$ cat src/rtl/present_pkg.sv
`default_nettype none
// ============================================================================
//  Package     : present_pkg
//  Description : Shared types and constants for the PRESENT substitution layer.
//  Revision    : 1.0  initial release
// ============================================================================
package present_pkg;

  localparam int NIBBLES = 16;
  localparam int STATE_W = 64;

  typedef enum logic [1:0] {
    IDLE = 2'd0,
    RUN  = 2'd1,
    DONE = 2'd2
  } sbox_seq_state_t;

  // Nibble i of this constant is SBOX(i).
  localparam logic [63:0] SBOX = 64'h21748FE3DA09B65C;

  function automatic logic [3:0] sbox_lookup(input logic [3:0] nib);
    return SBOX[{nib, 2'b00} +: 4];
  endfunction

endpackage
`default_nettype wire

$ cat src/rtl/present_sbox.sv
`default_nettype none
// ============================================================================
//  Module      : present_sbox
//  Description : One PRESENT 4-bit S-box followed by the round-key nibble XOR.
//  Revision    : 1.0  initial release
// ============================================================================
module present_sbox (
  input  logic [3:0] i_idat,
  input  logic [3:0] i_key,
  output logic [3:0] o_op
);

  logic [3:0] w_sub;

  always_comb begin
    w_sub = 4'h0;
    case (i_idat)
      4'h0: w_sub = 4'hC;
      4'h1: w_sub = 4'h5;
      4'h2: w_sub = 4'h6;
      4'h3: w_sub = 4'hB;
      4'h4: w_sub = 4'h9;
      4'h5: w_sub = 4'h0;
      4'h6: w_sub = 4'hA;
      4'h7: w_sub = 4'hD;
      4'h8: w_sub = 4'h3;
      4'h9: w_sub = 4'hE;
      4'hA: w_sub = 4'hF;
      4'hB: w_sub = 4'h8;
      4'hC: w_sub = 4'h4;
      4'hD: w_sub = 4'h7;
      4'hE: w_sub = 4'h1;
      4'hF: w_sub = 4'h2;
      default: w_sub = 4'h0;
    endcase
  end

  assign o_op = w_sub ^ i_key;

endmodule
`default_nettype wire

$ cat src/rtl/present_sbox_layer_seq.sv
`default_nettype none
// ============================================================================
//  Module      : present_sbox_layer_seq
//  Description : Time-multiplexed PRESENT sBoxLayer + key XOR, LANES nibbles/cycle.
//  Revision    : 1.0  initial release
// ============================================================================
module present_sbox_layer_seq
  import present_pkg::*;
#(
  parameter int LANES = 1
) (
  input  logic               clk,
  input  logic               rst,
  input  logic               in_valid,
  output logic               in_ready,
  input  logic [STATE_W-1:0] in_state,
  input  logic [STATE_W-1:0] in_key,
  input  logic               abort,
  output logic               out_valid,
  input  logic               out_ready,
  output logic [STATE_W-1:0] out_state,
  output logic               busy
);

  localparam int GROUPS = NIBBLES / LANES;
  localparam int CNT_W  = (GROUPS > 1) ? $clog2(GROUPS) : 1;
  localparam int GRP_W  = 4 * LANES;
  localparam logic [CNT_W-1:0] LAST_GRP = CNT_W'(GROUPS - 1);

  sbox_seq_state_t    r_state;
  logic [CNT_W-1:0]   r_grp_cnt;
  logic [STATE_W-1:0] r_din;
  logic [STATE_W-1:0] r_key;
  logic [STATE_W-1:0] r_result;
  logic               r_out_valid;

  logic [GRP_W-1:0]   w_grp_din;
  logic [GRP_W-1:0]   w_grp_key;
  logic [GRP_W-1:0]   w_grp_out;
  logic               w_accept;
  logic               w_last;

  // Ready in DONE only when the current result leaves on the same edge.
  assign in_ready  = !abort && ((r_state == IDLE) || ((r_state == DONE) && out_ready));
  assign w_accept  = in_valid && in_ready;
  assign w_last    = (r_grp_cnt == LAST_GRP);
  assign w_grp_din = r_din[r_grp_cnt * GRP_W +: GRP_W];
  assign w_grp_key = r_key[r_grp_cnt * GRP_W +: GRP_W];

  for (genvar g = 0; g < LANES; g++) begin : g_lane
    present_sbox u_sbox (
      .i_idat (w_grp_din[4*g +: 4]),
      .i_key  (w_grp_key[4*g +: 4]),
      .o_op   (w_grp_out[4*g +: 4])
    );
  end

  always_ff @(posedge clk or posedge rst) begin
    if (rst) begin
      r_state     <= IDLE;
      r_grp_cnt   <= '0;
      r_din       <= '0;
      r_key       <= '0;
      r_result    <= '0;
      r_out_valid <= 1'b0;
    end else if (abort) begin
      r_state     <= IDLE;
      r_grp_cnt   <= '0;
      r_out_valid <= 1'b0;
    end else begin
      case (r_state)
        IDLE: begin
          if (w_accept) begin
            r_din     <= in_state;
            r_key     <= in_key;
            r_grp_cnt <= '0;
            r_state   <= RUN;
          end
        end
        RUN: begin
          r_result[r_grp_cnt * GRP_W +: GRP_W] <= w_grp_out;
          if (w_last) begin
            r_grp_cnt   <= '0;
            r_out_valid <= 1'b1;
            r_state     <= DONE;
          end else begin
            r_grp_cnt <= r_grp_cnt + 1'b1;
          end
        end
        DONE: begin
          if (out_ready) begin
            r_out_valid <= 1'b0;
            if (w_accept) begin
              r_din     <= in_state;
              r_key     <= in_key;
              r_grp_cnt <= '0;
              r_state   <= RUN;
            end else begin
              r_state <= IDLE;
            end
          end
        end
        default: r_state <= IDLE;
      endcase
    end
  end

  assign out_valid = r_out_valid;
  assign out_state = r_result;
  assign busy      = (r_state != IDLE);

endmodule
`default_nettype wire

$ cat config.mk
export PLATFORM = sky130hd
export DESIGN_NAME = present_sbox_layer_seq
export DESIGN_NICKNAME = d
export VERILOG_FILES = /design/src/rtl/present_pkg.sv /design/src/rtl/present_sbox.sv /design/src/rtl/present_sbox_layer_seq.sv
export SDC_FILE = /design/constraint.sdc
export NUM_CORES = 1
export LEC_CHECK = 0
export CELL_PAD_IN_SITES_DETAIL_PLACEMENT = 0
export CELL_PAD_IN_SITES_GLOBAL_PLACEMENT = 1
export CORE_ASPECT_RATIO = 1.4
export CORE_MARGIN = 5
export CORE_UTILIZATION = 44
export DETAILED_ROUTE_END_ITERATION = 12
export PLACE_DENSITY_LB_ADDON = 0.1
export REMOVE_ABC_BUFFERS = 1
export SKIP_CTS_REPAIR_TIMING = 1
export SYNTH_ARGS = -nofsm -noshare
export SYNTH_HDL_FRONTEND = slang
export SYNTH_SLANG_ARGS = --single-unit
$ cat constraint.sdc
create_clock -name clk -period 19.42 [get_ports clk]
set_input_delay 3.884 -clock clk [delete_from_list [all_inputs] [get_ports clk]]
set_output_delay 3.884 -clock clk [all_outputs]
set_load 0.02 [all_outputs]
[After elaboration in Yosys (flattened, before gate mapping)]
Memory sizes are Yosys's and may differ from the RTL's.
Index checks and enable logic that the tools add are counted.
Operators by class
  mux-type cells: 22
  add/subtract/negate cells: 2
  divide/modulo/power cells: 0
  reduce and logical (&&, ||, !) cells: 15
  multiply operators: 0
  shift-type cells: 4
  equality and inequality tests: 7
  bitwise operators: 2
  order comparisons: 0
Operators with widths (number)
  two-way mux 64 bit: 4
  one-hot mux 64 bit (2 select lines): 2
  variable part select 64 x 7 -> 4 bit: 2
  bitwise mux 64 bit: 1
  variable shift 4 x 34 -> 64 bit, first input constant: 1
  variable part select 4 x 34 -> 64 bit: 1
  negation 6 -> 34 bit: 1
  two-way mux 4 bit: 4
  one-hot mux 4 bit (3 select lines): 1
  != test 3 bit, second input constant: 3
  AND reduction 3 bit: 3
  two-way mux 2 bit: 4
  one-hot mux 2 bit (3 select lines): 1
  adder 4 x 1 -> 4 bit, second input constant: 1
  equality test 4 bit, second input constant: 1
  two-way mux 1 bit: 4
  AND reduction 2 bit: 2
  nonzero test 2 bit: 2
  nonzero test 4 bit: 1
  bitwise XOR 4 bit: 1
  logical AND 1 bit: 3
  nonzero test 3 bit: 1
  equality test 2 x 1 -> 1 bit, second input constant: 1
  equality test 2 bit, second input constant: 1
  other kinds (6): 6
Word-level totals
  memories: 1
  word-level logic and storage cells: 59
  register bits after elaboration: 199
  RAM bits: 0
  bits in read-only memories: 64
  input port bits: 133
  latch bits: 0
Memories
  (no name shown): depth 16, bits a word 4, read ports 1, clocked after memory_dff 0, wr ports 0, line present_sbox.sv:17  | case (i_idat)

[Longest topological paths before layout]
  word-level depth: 9
  depth in mapped cells: 13

[Cells and area by module]
Synthesis repeated with hierarchy kept, for this count alone.
Second synthesis, totals
  cells, all modules: 658
  area total of the unflattened synthesis: 9258.9 µm²
By module, submodules not included
  present_sbox_layer_seq: area an instance 9054.9 µm², instances 1, cells each 637, seq. area each 4979.8 µm²
  present_sbox: area an instance 203.9 µm², instances 1, cells each 21, seq. area each 0.0 µm²

[Least setup slack after synthesis]
OpenSTA, ideal clock, no wires.
  path kind: input -> output
  start point: input port out_ready
  end point: output port in_ready
  data arrival time: 4.277 ns
  path slack: 11.259 ns
  cell stages on the path: 2
  required time: 15.536 ns
  cell sequence: a21oi_1 -> nor2_1
On the way
  cells in the longest elaborated chain, start to end: 3
Ends and longest elaborated chain
  from (decl): line present_sbox_layer_seq.sv:20  | input logic out_ready,
  logical AND 1 bit: line present_sbox_layer_seq.sv:44  | assign in_ready = !abort && ((r_state == IDLE) || ((r_state == DONE) && out_ready));
  logical OR 1 bit: line present_sbox_layer_seq.sv:44
  logical AND 1 bit: line present_sbox_layer_seq.sv:44
  to (decl): line present_sbox_layer_seq.sv:15  | output logic in_ready,
No other way between the ends.

[Final worst setup path]
Same ends and word-level chain as after synthesis.

==> results.md <==
* run status: finished, final reports clean
* Post-layout nets: 1048
* cell repeated most along the worst path: clkdlybuf4s50_1
* total count of hold-check failures in the final report: 0
* Synth async-reset ratio: 100%
* Top Ports: 200
* Synth Flop Type: dfrtp_1
* filler instances: 1671
* horizontal die dimension: 132 um
* via count: 6269
* Setup WS post-layout: 10.11 ns
* Slew HR: 28.7%
* num rows: 62
* Max H-tree Level: 4
* critical path, cell by cell: clkdlybuf4s50_1 > a21oi_1 > nor2_1 > clkdlybuf4s50_1
* fin util: 58.2%
* Place WS: 10.10 ns
* antenna viol nets, final: 0
* number of buffers inserted during clock tree synthesis: 17
* overall overflow remaining after global route: 0
* # setup viols final: 0
* clock sink count: 199
* total standard cell area after synthesis: 9180 um^2
* count of buffer and inverter cells on the critical path: 2
* most instantiated cells after synthesis: dfrtp_1, mux2_2, nand2_1
* Die Height: 181 um
* kind of cell adding the most delay to the critical path: buffers and inverters
* wire length reported by the detailed router: 22300 um
* area fraction in and, or, nand and nor cells after synthesis: 6.69%
* full die area: 23900 um^2
* Avg WL per Cell: 19.1 um
* Synth Area in XOR/XNOR: 0.941%
* TritonCTS clock tree: yes
* total power density per cell area: 142 nW/um^2
* total of warnings raised by yosys: 0
* area overhead of the layout relative to synthesis: 30.3%
* fraction of final layout cells sized beyond drive strength 1: 24.6%
* top achievable clock speed: 107 MHz
* fraction of the yosys area taken by sequential cells: 54.3%
* adder-cell share of the synthesized area: 2.04%
* combined area of the multi-input logic cells: 3950 um^2
* final setup TNS: 0 ns
* number of enable-type register cells in the synthesized netlist: 0
* library cell with the largest summed area after synthesis: dfrtp_1
* area used by sequential logic in the layout: 4980 um^2
* cell count after synthesis: 710
* kind of capture point of the worst setup path: output port
* post-route fraction of the period consumed by the critical path: 47.9%
* iteration count of the initial detailed-routing pass: 4
* vias in the first global route: 7092
* WP data arrival: 5.43 ns
* most common cell in the synthesized netlist: dfrtp_1
* buffers added on ports: 199
* fraction of the mapped netlist area in compound gates: 8.40%
* CTS clk-pin slew, worst paths: 0.07 ns
* later-pin clock latency in the skew report: 0.43 ns
* starting DRC count in detailed routing: 270
* Leakage: 0.00497 uW
* Core Area: 20600 um^2
* Data required, critical path: 15.54 ns
* clock skew: 0.0122 ns
* worst setup path class: input pin to output port
* HPWL after detailed placement: 16600 um
* VDD IR-drop max: 115 uV
* transition at the pin with the smallest max-transition slack: 1.07 ns
* number of antenna violations at the first check in global routing: 0
* kind of path behind the tightest hold check: flop to flop
* final critical delay including setup and external delays: 9.31 ns
* via density per instance: 5.36
* Max Cap Viol: 0
* Root Buffer Master: clkbuf_16
* worst hold margin: 0.488 ns
* buffers from clock root to sink, at most: 2
* cell with the largest stage delay on the worst path: clkdlybuf4s50_1
* Total GRT Usage: 19.1%
* cells taking the most area after synthesis: dfrtp_1, mux2_2, mux4_2
* final RePlAce weighted congestion: 0.764
* wire length of the first global-routing pass: 36800 um
* worst-path maximum fanout: 4
* max-slew violation count: 0
* post-synthesis mux area share: 24.8%
* largest family of logic cells by synthesized area: multiplexers
* flops & latches, synth: 199
* Unique masters post-synth: 54
* mean area per synthesized cell: 12.9 um^2
* ant diodes: 0
* unrepaired setup endpoints after global routing: false
* element type at the critical path start: input pin
* number of remaining DRC errors: 0
* Starting Density: 44.6%
* delay of the slowest cell on the worst path: 0.68 ns
* share of the synthesized area in the top cell type: 54.3%
* pin count of the biggest net entering global routing: 120
[through the flow]
step	total power [uW]	instance area, um^2	instances
detailed placement	1370	11400	1137
finish	1700	12000	1169
CTS	1720	12000	1169
global placement	1340	11400	1137
global route	1810	12000	1169
floorplan	1150	8970	674
[layout make-up]
cell class | count | share of cell area, %
well taps | 256 | 2.68
clock inverters | 12 | 1.10
multi-input cells | 460 | 33.0
clock buffers | 20 | 3.90
repair buffers | 207 | 17.2
flip-flops and latches | 199 | 41.6
inverters | 15 | 0.533
[tightest hold or removal path, stage by stage, from the launching register on]
cell     delay, ns
dfrtp_1       0.34
nand2_1       0.05
o21ai_1       0.06
[cells in the final DEF (no fill, tap or decap), types with 9 or more instances in the layout]
master | Yosys | routed
clkbuf_16 | 0 | 17
clkdlybuf4s50_1 | 0 | 199
mux4_2 | 23 | 23
dfrtp_1 | 199 | 197
o21ai_2 | 10 | 10
nand3_1 | 11 | 10
nor3_1 | 10 | 10
ha_1 | 15 | 15
inv_1 | 13 | 12
a21oi_1 | 9 | 9
mux2_2 | 132 | 132
nand2_1 | 90 | 90
mux2i_1 | 21 | 21
nor2_1 | 20 | 20
o21ai_0 | 16 | 16
o21ai_1 | 41 | 41
[flip-flops by register name (all words and copies together), names as in the netlist]
name       count
out_state     64
out_valid      1
r_din         64
r_grp_cnt      4
r_key         64
r_state        2
[report_power, final]
group	internal [uW]	total, uW	switching, uW
Sequential	559	635	76.0
Combinational	332	713	382
Clock	192	355	163
Total	1080	1700	621
[cells by family (layout without fill, tap and decap cells)]
| group | count (synthesis) | count (layout) |
|---|---|---|
| adder cells (fa/ha/maj) | 15 | 15 |
| flip-flops | 199 | 199 |
| multiplexers | 179 | 179 |
| XOR/XNOR | 6 | 6 |
| buffers and inverters | 51 | 254 |
| AND/OR/NAND/NOR | 146 | 146 |
| AO/OA/AOI/OAI | 114 | 114 |
[worst paths after layout]
kind                               start  cells past startpoint  slack, ns            end
setup / recovery               out_ready                      4      10.11       in_ready
hold / removal             out_state[59]                      2       0.49  out_state[59]
setup reg to reg            r_grp_cnt[0]                      7      15.69  out_state[48]
hold reg to reg            out_state[59]                      2       0.49  out_state[59]
max in group asynchronous            rst                      3      13.75   r_grp_cnt[0]
min in group asynchronous            rst                      2       4.03   out_state[6]
[routing by layer]
layer  share of wire, %  wire length (um)  track usage [%]
met5                  0                 0                0
met4                1.4               308             5.19
met3                4.0               896             4.09
met2                 54             12100             34.4
met1                 41              9060             22.9
Note: power is estimated with default switching activity, not from simulation.
